File: src/rtl/coincidence_sync.sv
// coincidence_sync: pairs gie/gie2 rising edges into confirmed events,
// learns the event period, locks after repeated equal intervals and
// flywheels a one-cycle frame marker across missed events.
module coincidence_sync #(
  parameter int unsigned WIN      = 3,
  parameter int unsigned TOL      = 1,
  parameter int unsigned VERIFY_N = 3,
  parameter int unsigned MISS_N   = 2,
  parameter int unsigned PW       = 8
) (
  input  logic          clk,
  input  logic          rst,
  input  logic          gie,
  input  logic          gie2,
  output logic          lock,
  output logic          frame_pulse,
  output logic          err,
  output logic [PW-1:0] period,
  output logic [7:0]    hit_cnt
);

  localparam int unsigned WW = $clog2(WIN + 2);
  localparam int unsigned VW = $clog2(VERIFY_N + 2);
  localparam int unsigned MW = $clog2(MISS_N + 2);
  // Two spare bits so period + TOL and tmr + TOL never wrap.
  localparam int unsigned XW = PW + 2;

  typedef enum logic [1:0] {
    S_SEARCH = 2'd0,
    S_VERIFY = 2'd1,
    S_LOCK   = 2'd2
  } state_t;

  // Edge detect and pairing window
  logic          r_gie_d;
  logic          r_gie2_d;
  logic [WW-1:0] r_wcnt;
  logic [WW-1:0] w_wcnt_nxt;
  logic          w_gie_rise;
  logic          w_gie2_rise;
  logic          w_win_open;
  logic          w_evt;
  logic          w_pair_err;

  // Period tracking FSM
  state_t        r_state;
  state_t        w_state_nxt;
  logic [PW-1:0] r_tmr;
  logic [PW-1:0] w_tmr_nxt;
  logic [PW-1:0] w_tmr_inc;
  logic          w_tmr_sat;
  logic [PW-1:0] r_period;
  logic [PW-1:0] w_period_nxt;
  logic [VW-1:0] r_vcnt;
  logic [VW-1:0] w_vcnt_nxt;
  logic [MW-1:0] r_miss;
  logic [MW-1:0] w_miss_nxt;
  logic [7:0]    r_hit_cnt;
  logic [7:0]    w_hit_cnt_nxt;
  logic          r_lock;
  logic          r_fp;
  logic          w_fp_nxt;
  logic          r_err;
  logic          w_err_nxt;

  // Interval comparisons against the learned period
  logic [XW-1:0] w_tmr_x;
  logic [XW-1:0] w_per_x;
  logic [XW-1:0] w_tol_x;
  logic          w_in_tol;
  logic          w_early;
  logic          w_miss_pt;

  assign lock        = r_lock;
  assign frame_pulse = r_fp;
  assign err         = r_err;
  assign period      = r_period;
  assign hit_cnt     = r_hit_cnt;

  // Rising edges, window state and event confirmation
  always_comb begin
    w_gie_rise  = gie & ~r_gie_d;
    w_gie2_rise = gie2 & ~r_gie2_d;
    w_win_open  = (r_wcnt != '0);
    w_evt       = w_gie2_rise & (w_gie_rise | w_win_open);
    w_pair_err  = w_gie_rise & w_win_open & ~w_evt;
    w_wcnt_nxt  = r_wcnt;
    if (w_evt) begin
      w_wcnt_nxt = '0;
    end else if (w_gie_rise) begin
      w_wcnt_nxt = WW'(WIN);
    end else if (w_win_open) begin
      w_wcnt_nxt = r_wcnt - WW'(1);
    end
  end

  // Input delay registers and pairing window counter
  always_ff @(posedge clk) begin
    if (rst) begin
      r_gie_d  <= 1'b0;
      r_gie2_d <= 1'b0;
      r_wcnt   <= '0;
    end else begin
      r_gie_d  <= gie;
      r_gie2_d <= gie2;
      r_wcnt   <= w_wcnt_nxt;
    end
  end

  // Timer helpers and tolerance tests on the current interval
  always_comb begin
    w_tmr_sat = (r_tmr == '1);
    w_tmr_inc = w_tmr_sat ? r_tmr : r_tmr + PW'(1);
    w_tmr_x   = XW'(r_tmr);
    w_per_x   = XW'(r_period);
    w_tol_x   = XW'(TOL);
    w_in_tol  = ((w_tmr_x + w_tol_x) >= w_per_x) && (w_tmr_x <= (w_per_x + w_tol_x));
    w_early   = (w_tmr_x + w_tol_x) < w_per_x;
    w_miss_pt = (w_tmr_x == (w_per_x + w_tol_x));
  end

  // Next-state and output decode for SEARCH / VERIFY / LOCK
  always_comb begin
    w_state_nxt   = r_state;
    w_tmr_nxt     = w_tmr_inc;
    w_period_nxt  = r_period;
    w_vcnt_nxt    = r_vcnt;
    w_miss_nxt    = r_miss;
    w_hit_cnt_nxt = r_hit_cnt;
    w_fp_nxt      = 1'b0;
    w_err_nxt     = w_pair_err;
    case (r_state)
      S_SEARCH: begin
        if (w_evt) begin
          w_tmr_nxt   = PW'(1);
          w_vcnt_nxt  = '0;
          w_state_nxt = S_VERIFY;
        end
      end
      S_VERIFY: begin
        if (w_evt) begin
          w_tmr_nxt = PW'(1);
        end
        if (w_tmr_sat) begin
          w_state_nxt = S_SEARCH;
        end else if (w_evt) begin
          if ((r_vcnt == '0) || !w_in_tol) begin
            w_period_nxt = r_tmr;
            w_vcnt_nxt   = VW'(1);
          end else begin
            w_vcnt_nxt = r_vcnt + VW'(1);
          end
          if (w_vcnt_nxt == VW'(VERIFY_N)) begin
            w_state_nxt   = S_LOCK;
            w_hit_cnt_nxt = '0;
            w_miss_nxt    = '0;
          end
        end
      end
      S_LOCK: begin
        // An event at the miss point is in tolerance, so the hit branch wins.
        if (w_evt && w_in_tol) begin
          w_fp_nxt      = 1'b1;
          w_hit_cnt_nxt = (r_hit_cnt == 8'hFF) ? r_hit_cnt : r_hit_cnt + 8'd1;
          w_miss_nxt    = '0;
          w_tmr_nxt     = PW'(1);
        end else if (w_evt && w_early) begin
          w_err_nxt = 1'b1;
        end else if (!w_evt && w_miss_pt) begin
          w_miss_nxt = r_miss + MW'(1);
          if (w_miss_nxt < MW'(MISS_N)) begin
            w_fp_nxt  = 1'b1;
            // Realign to the ideal frame edge, TOL cycles ago.
            w_tmr_nxt = PW'(TOL + 1);
          end else begin
            w_state_nxt = S_SEARCH;
          end
        end
      end
      default: begin
        w_state_nxt = S_SEARCH;
      end
    endcase
  end

  // FSM state and registered outputs
  always_ff @(posedge clk) begin
    if (rst) begin
      r_state   <= S_SEARCH;
      r_tmr     <= '0;
      r_period  <= '0;
      r_vcnt    <= '0;
      r_miss    <= '0;
      r_hit_cnt <= '0;
      r_lock    <= 1'b0;
      r_fp      <= 1'b0;
      r_err     <= 1'b0;
    end else begin
      r_state   <= w_state_nxt;
      r_tmr     <= w_tmr_nxt;
      r_period  <= w_period_nxt;
      r_vcnt    <= w_vcnt_nxt;
      r_miss    <= w_miss_nxt;
      r_hit_cnt <= w_hit_cnt_nxt;
      r_lock    <= (w_state_nxt == S_LOCK);
      r_fp      <= w_fp_nxt;
      r_err     <= w_err_nxt;
    end
  end

endmodule

File: config.mk
export PLATFORM = sky130hd
export DESIGN_NAME = coincidence_sync
export DESIGN_NICKNAME = d
export VERILOG_FILES = /design/src/rtl/coincidence_sync.sv
export SDC_FILE = /design/constraint.sdc
export NUM_CORES = 1
export LEC_CHECK = 0
export ABC_AREA = 1
export BUFFER_PORTS_ARGS = -buffer_cell sky130_fd_sc_hd__buf_2
export CORE_MARGIN = 3
export CORE_UTILIZATION = 30
export CTS_BUF_LIST = sky130_fd_sc_hd__clkbuf_4 sky130_fd_sc_hd__clkbuf_8 sky130_fd_sc_hd__clkbuf_16
export DETAILED_ROUTE_END_ITERATION = 7
export GPL_ROUTABILITY_DRIVEN = 0
export PLACE_DENSITY_LB_ADDON = 0.15
export SLEW_MARGIN = 20
export SYNTH_ARGS = -nofsm -noshare
export SYNTH_HDL_FRONTEND = slang
export SYNTH_SLANG_ARGS = --single-unit
File: constraint.sdc
create_clock -name clk -period 5.3 [get_ports clk]
set_input_delay 1.59 -clock clk [delete_from_list [all_inputs] [get_ports clk]]
set_output_delay 1.59 -clock clk [all_outputs]
set_load 0.05 [all_outputs]
==> metrics.log <==
INFO  metric residual_antenna_violating_net_count_after_detailed_routing = 0
INFO  metric synth_area = roughly 2500 sq um
INFO  metric busiest_layer = met2
INFO  metric ff_latch_count_synth = 39
INFO  metric via_per_inst = roughly 4.5
INFO  metric routed_wire_length_per_instance = ~11 um
INFO  metric finalWirelength = approximately 5.4 mm
INFO  metric critical_path.max_fanout = 17
INFO  metric grt_setup_unrepaired = no
INFO  metric relSlewSlack = approximately 48%
INFO  metric floorplan.rows = 32
INFO  metric die-height = roughly 98 um
INFO  metric synthDominantAreaCellType = sky130_fd_sc_hd__dfxtp_1
INFO  metric worst-r2r-setup-slack = between 2000 and 2500 ps
INFO  metric total_number_of_nets_in_the_final_design = roughly 400
INFO  metric antennaDiodeCount = 0
INFO  metric cts.path.max_buffers = 2
INFO  metric post_cts_hold_buffer_count = 0
INFO  metric detailedRoute.firstPassIterationCount = 4
INFO  metric dieWidth = 97.8 um
INFO  metric synth_cells = ~350
INFO  metric outcome = complete, no violations
INFO  metric synth_seq_area_share = 30.9%
INFO  metric layout_min_cycle_time = 2980 ps
INFO  metric worstPathBufferInverterCount = 3
INFO  metric synth_area_per_cell = ~7 sq um
INFO  metric timing.setup.tns = 0 ps
INFO  metric post_cts_resize_count = 0
INFO  metric mostFrequentLayoutCell = sky130_fd_sc_hd__nand2_1
INFO  metric grt-ovfl-total = 0
INFO  metric design.core.area = ~8000 sq um
INFO  metric number_of_vias_in_the_routed_layout = between 2000 and 2500
INFO  metric syn_nets = between 300 and 400
INFO  metric yosysWarnings = 0
INFO  metric synth.top_cell.area_share = just over 30%
INFO  metric pin_count_of_the_biggest_net_entering_global_routing = 19
INFO  metric critical-path-slowest-cell = sky130_fd_sc_hd__nand3_2
INFO  metric tritoncts = done
INFO  metric floorplan.initialDensity = a little under a third
INFO  metric die-area = 9560 sq um
INFO  metric drcViolationCount = 0
INFO  metric post-dp-hpwl = ~4.3 mm
INFO  metric power.density = 260 nW/um^2
INFO  metric setup.worst_path.class = in2reg
INFO  metric critical_path.startpoint = gie
INFO  metric min-delay-start = r_miss[1]$_SDFFE_PP0P_
INFO  metric initial_antenna_violation_count = 0
INFO  metric series_of_cell_instances_along_the_critical_path = buf_2, inv_1, nor2_2, nor2_1, nor3_4, inv_1, nor2_4, nand3_2, o21ai_0, a21oi_1
INFO  metric r2r.worst_path.cells = 16
INFO  metric final_max_slew_viol_count = 0
INFO  metric crit_path_end_kind = flip-flop
INFO  metric num_ports = 23
INFO  metric power.static_leakage = between 1 and 1.5 nW
INFO  metric io_buffer_count = 22
INFO  metric total_setup_violations_reported_at_the_end_of_the_flow = 0
INFO  metric overall_power_consumption = approximately 740 uW
INFO  metric cts.sink_count = 39
INFO  metric postCtsSetupRepairBufs = 0
INFO  metric min_path_type = reg2reg
INFO  metric final.setup_skew = about 9.3 ps
INFO  metric clkSlewWorstSetupHoldPaths = ~80 ps
INFO  metric cts_made_buffers = 5
INFO  metric final_util = about 36%
INFO  metric final.period_utilization = between 50% and 60%
INFO  metric yosysUniqueCellTypes = 40
INFO  metric grt_pass1_wl = roughly 9.6 mm
INFO  metric global_route.usage.met2 = 20.3%
INFO  metric rr_startpoint = period[0]$_SDFFE_PP0P_
INFO  metric hold_end = r_miss[1]$_SDFFE_PP0P_
INFO  metric grt_util_met3 = ~3.0%
INFO  metric ctsHtreeMaxLevel = 2
INFO  metric yosys-top-cells-area = sky130_fd_sc_hd__dfxtp_1 (31%), sky130_fd_sc_hd__ha_1 (11%), sky130_fd_sc_hd__nand2_1 (9.1%)
INFO  metric layout_common_cells = sky130_fd_sc_hd__nand2_1 (61), sky130_fd_sc_hd__inv_1 (54), sky130_fd_sc_hd__dfxtp_1 (39), sky130_fd_sc_hd__nor2_1 (38), sky130_fd_sc_hd__a21oi_1 (30)
INFO  metric peakVddDrop = 0.0910 mV
INFO  metric report.final.hold_viol_count = 0
INFO  metric cpLargestDelayFamily = simple AND/OR/NAND/NOR gates
INFO  metric grt.total_usage = between 10% and 20%
INFO  metric fraction_of_final_layout_cells_with_drive_strength_greater_than_1 = between 10 and 15%
INFO  metric cpMostUsedCell = sky130_fd_sc_hd__inv_1
INFO  metric clock_latency = between 200 and 300 ps
INFO  metric area_growth_syn_to_layout = 12.3%
INFO  metric worst-endpoint-arrival = 3150 ps
INFO  metric cp_slowest_stage_delay = between 300 and 400 ps
INFO  metric grt_pass1_vias = around 2100
INFO  metric gr-usage-met1 = between 15 and 20%
INFO  metric worst_hold_path.num_cells = 2
INFO  metric cts.root.buffer_cell = sky130_fd_sc_hd__clkbuf_8
INFO  metric critPathRequiredTime = between 5000 and 6000 ps
INFO  metric achievable-frequency = between 300 and 400 MHz
INFO  metric detailedRoute.firstIterationViolations = 42
INFO  metric critical_path.startpoint_type = input port
INFO  metric max_cap_violations = 0
INFO  metric tightestPinTransition = between 700 and 800 ps
INFO  metric rr_endpoint = r_tmr[2]$_SDFF_PP0_
flip-flops by register name, summed over array words and instances, names as in the netlist:
| name | flops |
|---|---|
| err | 1 |
| frame_pulse | 1 |
| hit_cnt | 8 |
| lock | 1 |
| period | 8 |
| r_gie2_d | 1 |
| r_gie_d | 1 |
| r_miss | 2 |
| r_state | 2 |
| r_tmr | 8 |
| r_vcnt | 3 |
| r_wcnt | 3 |
per-stage QoR:
step | hold slack (ps) | area (sq um) | cells | setup slack [ps]
after global placement | 465 | 2740 | 470 | 2090
final | 482 | 2840 | 478 | 2320
after CTS | 487 | 2840 | 478 | 2260
after global routing | 519 | 2840 | 478 | 1850
after detailed placement | 474 | 2740 | 470 | 2010
after floorplan | 452 | 2530 | 351 | 2410
cell usage after synthesis (all sizes together):
| master | count |
|---|---|
| nand2 | 69 |
| inv | 56 |
| nor2 | 43 |
| dfxtp | 39 |
| a21oi | 31 |
| nand3 | 24 |
| ha | 23 |
| o21ai | 20 |
| xor2 | 13 |
| nor3 | 9 |
| clkbuf | 4 |
| xnor2 | 3 |
| clkinv | 2 |
| nand4 | 2 |
| or2 | 2 |
| a211oi | 1 |
| a21boi | 1 |
| a21o | 1 |
| a221oi | 1 |
| a22oi | 1 |
| a31oi | 1 |
| buf | 1 |
| nor4b | 1 |
| o2111ai | 1 |
| o211ai | 1 |
| o41ai | 1 |
layer usage:
metal  share of wire (%)  up-vias
met4                 1.5        0
li1                    -     1178
met5                   0        -
met3                 3.6        7
met1                  50      963
met2                  45       26
cell type report:
type,instances,area [sq um]
inverters,58,218
well taps,102,128
clock buffers,7,96.3
fillers,881,5130
flip-flops and latches,39,781
multi-input cells,249,1500
repair buffers,22,110
clock inverters,1,7.51
how the worst max path moves through the flow:
stage                                    endpoint  depth (start not counted)
after floorplan           hit_cnt[7]$_SDFFE_PP0P_                         22
after CTS                     r_tmr[2]$_SDFF_PP0_                         16
after global placement     period[6]$_SDFFE_PP0P_                         10
after global routing          r_tmr[3]$_SDFF_PP0_                         16
after detailed placement   period[6]$_SDFFE_PP0P_                         10
final                      period[4]$_SDFFE_PP0P_                         10
worst min-delay path, stage by stage (launching register included):
cell                      delay [ps]
sky130_fd_sc_hd__dfxtp_1         320
sky130_fd_sc_hd__nand2_1          70
sky130_fd_sc_hd__a21oi_1          50
logic make-up (layout without fill, tap and decap cells):
group,after synthesis,count (layout),share of synthesized area (%)
adder cells (fa/ha/maj),23,23,11.4
flip-flops,39,39,30.9
buffers and inverters,63,88,9.80
AO/OA/AOI/OAI,60,60,13.5
AND/OR/NAND/NOR,150,150,28.9
XOR/XNOR,16,16,5.54
where the power goes:
part	internal [mW]	leakage, nW	switching (mW)
clock	0.118	0.0505	0.104
sequential	0.307	0.317	0.0113
combinational	0.0638	0.903	0.133
total	0.490	1.27	0.248
Power figures use the tool's default switching activity.
